[config.mk]
export PLATFORM = sky130hd
export DESIGN_NAME = vga_sdram_line_cache_flat
export DESIGN_NICKNAME = d
export VERILOG_FILES = /design/src/rtl/vga_sdram_line_cache_pkg.sv /design/src/rtl/vga_sdram_line_cache_if.sv /design/src/rtl/vga_sdram_line_cache_data_ram.sv /design/src/rtl/vga_sdram_line_cache.sv /design/src/flat_wrapper.sv
export SDC_FILE = /design/constraint.sdc
export NUM_CORES = 1
export LEC_CHECK = 0
export BUFFER_PORTS_ARGS = -buffer_cell sky130_fd_sc_hd__buf_2
export CORE_AREA = 2 2 244 306
export CTS_CLUSTER_DIAMETER = 40
export CTS_CLUSTER_SIZE = 16
export DETAILED_ROUTE_END_ITERATION = 10
export DIE_AREA = 0 0 246 308
export GPL_TIMING_DRIVEN = 0
export PLACE_DENSITY_LB_ADDON = 0.1
export SETUP_SLACK_MARGIN = 0.02
export SYNTH_ARGS = -nofsm -noshare
export SYNTH_HDL_FRONTEND = slang
export SYNTH_SLANG_ARGS = --single-unit
[constraint.sdc]
create_clock -name clk -period 4.3 [get_ports clk]
set_input_delay 0.43 -clock clk [delete_from_list [all_inputs] [get_ports clk]]
set_output_delay 0.43 -clock clk [all_outputs]
set_load 0.03 [all_outputs]
[src/rtl/vga_sdram_line_cache_pkg.sv]
// Shared types and the pixel extraction helper for the VGA SDRAM line cache.
package vga_cache_pkg;

    typedef enum logic [1:0] {
        MODE_8BPP  = 2'd0,
        MODE_16BPP = 2'd1,
        MODE_32BPP = 2'd2
    } pixel_mode_t;

    typedef enum logic [1:0] {
        IDLE = 2'd0,
        REQ  = 2'd1,
        FILL = 2'd2
    } fsm_t;

    // Mode 3 is reserved and falls through to the full-word case.
    function automatic logic [31:0] extract_pixel(input logic [31:0] word,
                                                  input logic [1:0]  lsb,
                                                  input logic [1:0]  mode);
        logic [31:0] res;
        res = word;
        if (mode == MODE_8BPP) begin
            case (lsb)
                2'd0:    res = {24'h0, word[7:0]};
                2'd1:    res = {24'h0, word[15:8]};
                2'd2:    res = {24'h0, word[23:16]};
                default: res = {24'h0, word[31:24]};
            endcase
        end else if (mode == MODE_16BPP) begin
            res = lsb[1] ? {16'h0, word[31:16]} : {16'h0, word[15:0]};
        end
        return res;
    endfunction

endpackage

[src/rtl/vga_sdram_line_cache_if.sv]
// SDRAM burst read port between the line cache (master) and the SDRAM controller (slave).
interface vga_sdram_line_cache_if #(
    parameter int ADDR_W = 26
);
    // req/addr are held stable from assertion until the cycle ack is seen;
    // rdvalid qualifies rdata, complete marks the end of the single burst in flight.
    logic              vga_sdram_req;
    logic [ADDR_W-1:0] vga_sdram_addr;
    logic              vga_sdram_ack;
    logic [31:0]       vga_sdram_rdata;
    logic              vga_sdram_rdvalid;
    logic              vga_sdram_complete;

    modport master (
        output vga_sdram_req, vga_sdram_addr,
        input  vga_sdram_ack, vga_sdram_rdata, vga_sdram_rdvalid, vga_sdram_complete
    );

    modport slave (
        input  vga_sdram_req, vga_sdram_addr,
        output vga_sdram_ack, vga_sdram_rdata, vga_sdram_rdvalid, vga_sdram_complete
    );
endinterface

[src/rtl/vga_sdram_line_cache_data_ram.sv]
// Line data storage: one write port, one registered read port (read data resets to 0).
module vga_cache_data_ram #(
    parameter int NUM_LINES  = 2,
    parameter int LINE_WORDS = 16,
    localparam int LINE_W    = $clog2(NUM_LINES),
    localparam int WORD_W    = $clog2(LINE_WORDS)
) (
    input  logic              clk,
    input  logic              rst_n,
    input  logic              we_i,
    input  logic [LINE_W-1:0] wline_i,
    input  logic [WORD_W-1:0] wword_i,
    input  logic [31:0]       wdata_i,
    input  logic              re_i,
    input  logic [LINE_W-1:0] rline_i,
    input  logic [WORD_W-1:0] rword_i,
    output logic [31:0]       rdata_o
);
    logic [31:0] mem_q [NUM_LINES][LINE_WORDS];
    logic [31:0] rdata_q;

    always_ff @(posedge clk) begin
        if (we_i) mem_q[wline_i][wword_i] <= wdata_i;
    end

    // Read data only moves on a read, so the pixel output holds between hits.
    always_ff @(posedge clk or negedge rst_n) begin
        if (!rst_n)    rdata_q <= '0;
        else if (re_i) rdata_q <= mem_q[rline_i][rword_i];
    end

    assign rdata_o = rdata_q;
endmodule

[src/rtl/vga_sdram_line_cache.sv]
// Multi-line VGA read cache in front of an SDRAM burst port.
// Optional next-line prefetch is enabled with `define VGA_CACHE_PREFETCH_EN.
module vga_sdram_line_cache
    import vga_cache_pkg::*;
#(
    parameter int ADDR_W     = 26,
    parameter int NUM_LINES  = 2,
    parameter int LINE_WORDS = 16
) (
    input  logic              clk,
    input  logic              reset_n,
    input  logic [ADDR_W-1:0] pixel_addr,
    input  logic              pixel_addr_valid,
    input  logic [1:0]        pixel_mode,
    output logic [31:0]       pixel_data,
    output logic              pixel_data_valid,
    output logic              stall,
    vga_sdram_line_cache_if.master sdram
);
    localparam int OFS_W  = $clog2(LINE_WORDS) + 2;
    localparam int TAG_W  = ADDR_W - OFS_W;
    localparam int LINE_W = $clog2(NUM_LINES);
    localparam int WORD_W = $clog2(LINE_WORDS);

    fsm_t              state_q, state_d;
    logic [TAG_W-1:0]  tag_q [NUM_LINES];
    logic [NUM_LINES-1:0] valid_q;
    logic [LINE_W-1:0] vptr_q, fill_line_q;
    logic [TAG_W-1:0]  fill_tag_q;
    logic [WORD_W-1:0] wptr_q;
    logic              req_q;
    logic [ADDR_W-1:0] addr_q;
    logic              pdv_q;
    logic [1:0]        lsb_q, mode_q;

    logic [TAG_W-1:0]  req_tag, alloc_tag;
    logic              hit, alloc, pf_issue;
    logic [LINE_W-1:0] hit_line, victim;
    logic [31:0]       ram_rdata;

    assign req_tag = pixel_addr[ADDR_W-1:OFS_W];

    function automatic logic [LINE_W-1:0] next_line(input logic [LINE_W-1:0] l);
        return (l == LINE_W'(NUM_LINES - 1)) ? '0 : l + 1'b1;
    endfunction

    always_comb begin
        hit      = 1'b0;
        hit_line = '0;
        for (int i = 0; i < NUM_LINES; i++) begin
            if (valid_q[i] && tag_q[i] == req_tag) begin
                hit      = 1'b1;
                hit_line = LINE_W'(i);
            end
        end
    end

    assign stall = pixel_addr_valid && !hit;

`ifdef VGA_CACHE_PREFETCH_EN
    logic [TAG_W-1:0] next_tag, last_pf_tag_q;
    logic             last_pf_vld_q, next_cached, pf_ok;

    assign next_tag = req_tag + 1'b1;

    always_comb begin
        next_cached = 1'b0;
        for (int i = 0; i < NUM_LINES; i++) begin
            if (valid_q[i] && tag_q[i] == next_tag) next_cached = 1'b1;
        end
    end

    // Only evaluated in IDLE, so nothing can be in flight at that point.
    assign pf_ok = pixel_addr_valid && hit && !next_cached &&
                   !(last_pf_vld_q && last_pf_tag_q == req_tag);

    always_ff @(posedge clk or negedge reset_n) begin
        if (!reset_n) begin
            last_pf_tag_q <= '0;
            last_pf_vld_q <= 1'b0;
        end else if (pf_issue) begin
            last_pf_tag_q <= req_tag;
            last_pf_vld_q <= 1'b1;
        end
    end
`endif

    // A line that hits this cycle is never picked as the victim.
    always_comb begin
        victim = vptr_q;
        if (hit && vptr_q == hit_line) victim = next_line(vptr_q);
    end

    always_comb begin
        state_d   = state_q;
        alloc     = 1'b0;
        alloc_tag = req_tag;
        pf_issue  = 1'b0;
        case (state_q)
            IDLE: begin
                if (pixel_addr_valid && !hit) begin
                    alloc   = 1'b1;
                    state_d = REQ;
                end
`ifdef VGA_CACHE_PREFETCH_EN
                else if (pf_ok) begin
                    alloc     = 1'b1;
                    alloc_tag = next_tag;
                    pf_issue  = 1'b1;
                    state_d   = REQ;
                end
`endif
            end
            REQ:     if (sdram.vga_sdram_ack) state_d = FILL;
            FILL:    if (sdram.vga_sdram_complete) state_d = IDLE;
            default: state_d = IDLE;
        endcase
    end

    always_ff @(posedge clk or negedge reset_n) begin
        if (!reset_n) state_q <= IDLE;
        else          state_q <= state_d;
    end

    always_ff @(posedge clk or negedge reset_n) begin
        if (!reset_n) begin
            for (int i = 0; i < NUM_LINES; i++) tag_q[i] <= '0;
            valid_q     <= '0;
            vptr_q      <= '0;
            fill_line_q <= '0;
            fill_tag_q  <= '0;
            wptr_q      <= '0;
            req_q       <= 1'b0;
            addr_q      <= '0;
            pdv_q       <= 1'b0;
            lsb_q       <= '0;
            mode_q      <= '0;
        end else begin
            if (alloc) begin
                valid_q[victim] <= 1'b0;
                fill_tag_q      <= alloc_tag;
                fill_line_q     <= victim;
                addr_q          <= {alloc_tag, {OFS_W{1'b0}}};
                req_q           <= 1'b1;
                vptr_q          <= next_line(victim);
            end
            if (state_q == REQ && sdram.vga_sdram_ack) begin
                req_q  <= 1'b0;
                wptr_q <= '0;
            end
            if (state_q == FILL) begin
                if (sdram.vga_sdram_rdvalid) wptr_q <= wptr_q + 1'b1;
                if (sdram.vga_sdram_complete) begin
                    valid_q[fill_line_q] <= 1'b1;
                    tag_q[fill_line_q]   <= fill_tag_q;
                end
            end
            pdv_q <= pixel_addr_valid && hit;
            if (pixel_addr_valid && hit) begin
                lsb_q  <= pixel_addr[1:0];
                mode_q <= pixel_mode;
            end
        end
    end

    vga_cache_data_ram #(
        .NUM_LINES  (NUM_LINES),
        .LINE_WORDS (LINE_WORDS)
    ) u_ram (
        .clk     (clk),
        .rst_n   (reset_n),
        .we_i    (state_q == FILL && sdram.vga_sdram_rdvalid),
        .wline_i (fill_line_q),
        .wword_i (wptr_q),
        .wdata_i (sdram.vga_sdram_rdata),
        .re_i    (pixel_addr_valid && hit),
        .rline_i (hit_line),
        .rword_i (pixel_addr[OFS_W-1:2]),
        .rdata_o (ram_rdata)
    );

    assign pixel_data           = extract_pixel(ram_rdata, lsb_q, mode_q);
    assign pixel_data_valid     = pdv_q;
    assign sdram.vga_sdram_req  = req_q;
    assign sdram.vga_sdram_addr = addr_q;
endmodule

[src/flat_wrapper.sv]
// flat-port wrapper written by rule: the top's interface ports become plain ports
module vga_sdram_line_cache_flat import vga_cache_pkg::*;
#(
    parameter int ADDR_W     = 26,
    parameter int NUM_LINES  = 2,
    parameter int LINE_WORDS = 16
)
  (clk, reset_n, pixel_addr, pixel_addr_valid, pixel_mode, pixel_data, pixel_data_valid, stall, sdram_vga_sdram_req, sdram_vga_sdram_addr, sdram_vga_sdram_ack, sdram_vga_sdram_rdata, sdram_vga_sdram_rdvalid, sdram_vga_sdram_complete);
  vga_sdram_line_cache_if #(.ADDR_W(ADDR_W)) sdram_i ();
  input  logic clk;
  input  logic reset_n;
  input  logic [ADDR_W-1:0] pixel_addr;
  input  logic pixel_addr_valid;
  input  logic [1:0] pixel_mode;
  output logic [31:0] pixel_data;
  output logic pixel_data_valid;
  output logic stall;
  output wire logic [$bits(sdram_i.vga_sdram_req)-1:0] sdram_vga_sdram_req;
  output wire logic [$bits(sdram_i.vga_sdram_addr)-1:0] sdram_vga_sdram_addr;
  input wire logic [$bits(sdram_i.vga_sdram_ack)-1:0] sdram_vga_sdram_ack;
  input wire logic [$bits(sdram_i.vga_sdram_rdata)-1:0] sdram_vga_sdram_rdata;
  input wire logic [$bits(sdram_i.vga_sdram_rdvalid)-1:0] sdram_vga_sdram_rdvalid;
  input wire logic [$bits(sdram_i.vga_sdram_complete)-1:0] sdram_vga_sdram_complete;
  assign sdram_vga_sdram_req = sdram_i.vga_sdram_req;
  assign sdram_vga_sdram_addr = sdram_i.vga_sdram_addr;
  assign sdram_i.vga_sdram_ack = sdram_vga_sdram_ack;
  assign sdram_i.vga_sdram_rdata = sdram_vga_sdram_rdata;
  assign sdram_i.vga_sdram_rdvalid = sdram_vga_sdram_rdvalid;
  assign sdram_i.vga_sdram_complete = sdram_vga_sdram_complete;
  vga_sdram_line_cache #(.ADDR_W(ADDR_W), .NUM_LINES(NUM_LINES), .LINE_WORDS(LINE_WORDS)) u_core (.clk(clk), .reset_n(reset_n), .pixel_addr(pixel_addr), .pixel_addr_valid(pixel_addr_valid), .pixel_mode(pixel_mode), .pixel_data(pixel_data), .pixel_data_valid(pixel_data_valid), .stall(stall), .sdram(sdram_i));
endmodule
==> impl_metrics.json <==
{
  "run_status": "complete, but fails checks",
  "violations": "capacitance limit, slew limit",
  "ioPinCount": 127,
  "setup.worst_path.class": "input pin to flip-flop",
  "fmax_ghz": 0.239,
  "power_frac_comb_pct": 7.4,
  "synth-xor-area-share_pct": 0.781,
  "fin_area_sq_um": 51900,
  "p_leak_nw": 18.3,
  "fin_nets": 3132,
  "maxCapViolCount": 1,
  "die-area_sq_um": 75800,
  "synth_area_sq_um": 44900,
  "fin_crit_ns": 4.19,
  "wl_um": 135000,
  "skew_ns": 0.0240,
  "clock-sinks": 1132,
  "tightest_slew_ns": 1.53,
  "cts_inserted_buffers": 110,
  "avgSynthCellArea_sq_um": 16.2,
  "synthDistinctLibCells": 51,
  "dieHeight_um": 308,
  "dp_slack_ns": -0.552,
  "grt_max_degree": 87,
  "rsz0062_at_grt": "no",
  "antenna_left": 0,
  "htree_levels": 3,
  "synth-seq-cells": 1132,
  "setup_viol": 0,
  "clkPwrFrac_pct": 40.7,
  "yosysSeqAreaShare_pct": 74.6,
  "antenna_found_initial": 4,
  "wire_per_inst_um": 32.7,
  "dr.pass1.iters": 6,
  "setup_slack_ns": 0.110,
  "synth_top_flop_cell": "edfxtp_1",
  "end_kind": "flip-flop",
  "place_area_sq_um": 48000,
  "p_per_area_nw_per_um2": 467,
  "relSlewSlack_pct": -2.63,
  "postSynthCellCount": 2766,
  "first_iter_violations": 3907,
  "place.gp.congestion": 0.910,
  "synth.mux.area_fraction_pct": 11.1,
  "period_share_pct": 97.4,
  "grt_overflow": 0,
  "die_w_um": 246,
  "hpwl_um": 89900,
  "ir_drop_uv": 470,
  "synth_adder_area_share_pct": 0.112,
  "grt_usage_pct": 35.9,
  "yosysWarnings": 0,
  "internal-power_mw": 18.4,
  "first_global_vias": 27100,
  "initial_utilization_pct": 61.5,
  "clk_latency_ns": 0.72,
  "cts_max_path_buffers": 3,
  "rows": 111,
  "synthArstFlopShare_pct": 9.54,
  "final_layout_size_suffix_gt1_share_pct": 18.1,
  "synth_top_family_by_area": "multiplexers",
  "cts_tree": "built",
  "area_growth_pct": 15.7,
  "synth_compound_gate_area_share_pct": 5.21,
  "vias": 27400,
  "post_synth_and_or_nand_nor_area_fraction_pct": 6.58,
  "critPathArrivalTime_ns": 4.79,
  "netSwitchingPower_mw": 5.88,
  "clk_pin_slew_ns": 0.07,
  "via_per_inst": 6.66,
  "drv_slew": 10,
  "hold_slack_ns": 0.0272,
  "grt_pass1_wl_um": 189000,
  "cts_root_buffer": "clkbuf_16",
  "drc": 0,
  "cp.required_ns": 4.90,
  "portBuffers": 119,
  "synth-edff-count": 1024,
  "hold_path.class": "input pin to flip-flop",
  "dp_cells": 3893,
  "power_frac_seq_pct": 52.0,
  "start_kind": "input pin",
  "hold_violations": 0,
  "final_cells": 4119,
  "worstPathMaxFanout": 11,
  "swShare_pct": 24.2,
  "core_sq_um": 72900
}
layout by cell type, fill, tap and decap left out, drive strengths merged, types with 31 or more instances in the layout:
master	Yosys	layout
nand4	36	36
nor2	228	228
mux2i	265	265
mux4	73	73
nand2	307	307
edfxtp	1024	1024
inv	7	37
o21ai	105	105
clkbuf	116	241
nand3	68	68
a21oi	74	74
buf	49	207
a32o	31	31
clkinv	1	32
dfrtp	108	108
mux2	62	62
per-layer routing:
metal	vias to the layer above	share of wire (%)	GRT usage (%)
met5	-	0.015	0
met4	4	7.0	22.3
met3	433	11	9.17
met2	1946	47	56.8
met1	13800	34	44.7
li1	11200	-	-
worst max-delay path: stages:
cell,delay [ns]
dlygate4sd3_1,0.56
buf_2,0.15
xor2_1,0.15
nor4_1,0.08
nand4_1,0.19
or3_4,0.17
buf_6,0.19
clkbuf_2,0.53
buf_1,0.69
clkbuf_1,0.76
nor2_1,0.10
o21ai_0,0.27
nand4_1,0.22
a32o_1,0.28
cells by family after synthesis:
group                    count (synthesis)
flip-flops                            1132
XOR/XNOR                                40
AND/OR/NAND/NOR                        697
other                                    1
multiplexers                           400
AO/OA/AOI/OAI                          319
adder cells (fa/ha/maj)                  4
buffers and inverters                  173
path summary, 6_finish.rpt:
kind                       slack (ns)                        start  depth (start not counted)                                    to
setup / recovery                 0.11               pixel_addr[23]                         14   u_core.u_ram.rdata_o[8]$_DFFE_PN0P_
hold / removal                   0.03                pixel_addr[8]                          2      u_core.fill_tag_q[2]$_DFFE_PN0N_
setup reg to reg                 0.12  u_core.tag_q[7]$_DFFE_PN0P_                         12   u_core.u_ram.rdata_o[8]$_DFFE_PN0P_
hold reg to reg                  0.51  u_core.valid_q[1]$_DFF_PN0_                          1           u_core.valid_q[1]$_DFF_PN0_
max in group asynchronous        3.33                      reset_n                          3          u_core.tag_q[14]$_DFFE_PN0P_
min in group asynchronous        0.16                      reset_n                          2  u_core.u_ram.rdata_o[13]$_DFFE_PN0P_
timing repair:
| item | in CTS | in global routing |
|---|---|---|
| cloned | 0 | 0 |
| hold buffers | 17 | 0 |
| gates resized for setup | 6 | 12 |
| buffers inserted | 0 | 0 |
| hold endpoints to repair | 40 | 0 |
| setup endpoints to repair | 31 | 29 |
final cells by class:
cell class | instances | area (sq um)
Clock buffer | 123 | 2890
Buffer | 165 | 719
Tap cell | 960 | 1200
Multi-Input combinational cell | 1466 | 11000
Sequential cell | 1132 | 33500
Inverter | 8 | 30.0
Timing Repair Buffer | 179 | 1820
Clock inverter | 85 | 857
Antenna cell | 1 | 2.50
Fill cell | 4563 | 21000
cells in the mapped netlist, types with 2 or more instances:
cell type / instances / area (sq um)
a2111o_1: 30 / 338
a211oi_1: 4 / 30.0
a21boi_0: 2 / 15.0
a21oi_1: 74 / 370
a221o_1: 30 / 300
a221oi_1: 4 / 35.0
a32o_1: 31 / 310
and2_1: 19 / 119
buf_1: 19 / 71.3
buf_2: 20 / 100
buf_4: 6 / 45.0
buf_6: 4 / 45.0
clkbuf_1: 116 / 435
dfrtp_1: 108 / 2700
edfxtp_1: 1024 / 30700
ha_1: 4 / 50.1
inv_1: 6 / 22.5
mux2_2: 62 / 698
mux2i_1: 265 / 2650
mux4_2: 73 / 1640
nand2_1: 307 / 1150
nand2b_1: 5 / 31.3
nand3_1: 68 / 340
nand3b_1: 6 / 45.0
nand4_1: 36 / 225
nor2_1: 228 / 856
nor2b_1: 7 / 43.8
nor3_1: 3 / 15.0
nor4_1: 8 / 50.1
o2111a_1: 30 / 338
o2111ai_1: 3 / 26.3
o21ai_0: 105 / 526
or2_2: 2 / 12.5
or3_1: 2 / 12.5
xnor2_1: 20 / 175
xor2_1: 20 / 175
flip-flops by register name (all words and copies together), names as in the netlist, 2 cells and up:
register	flops
u_core.valid_q	2
u_core.tag_q	40
u_core.state_q	2
u_core.lsb_q	2
u_core.wptr_q	4
u_core.u_ram.mem_q	1024
u_core.fill_tag_q	20
u_core.u_ram.rdata_o	32
u_core.mode_q	2
power by group through the flow:
| stage | Sequential (mW) | Combinational [mW] | Clock, mW |
|---|---|---|---|
| 2_1_floorplan | 13.0 | 0.861 | 0 |
| 3_3_place_gp | 12.8 | 1.63 | 0 |
| 3_5_place_dp | 12.8 | 1.74 | 0 |
| 4_1_cts | 12.6 | 1.78 | 9.86 |
| 5_1_grt | 12.7 | 1.89 | 10.3 |
| 6_report | 12.6 | 1.79 | 9.87 |
stage by stage:
| step | utilization [%] | power (mW) | TNS, ns |
|---|---|---|---|
| floorplan | - | 13.8 | 0 |
| global placement | 64.0 | 14.4 | -925.92 |
| detailed placement | 65.8 | 14.6 | -11.84 |
| CTS | 71.2 | 24.2 | 0 |
| global route | 71.2 | 24.8 | 0 |
| finish | 71.2 | 24.3 | 0 |
(Power assumes the default switching activity.)
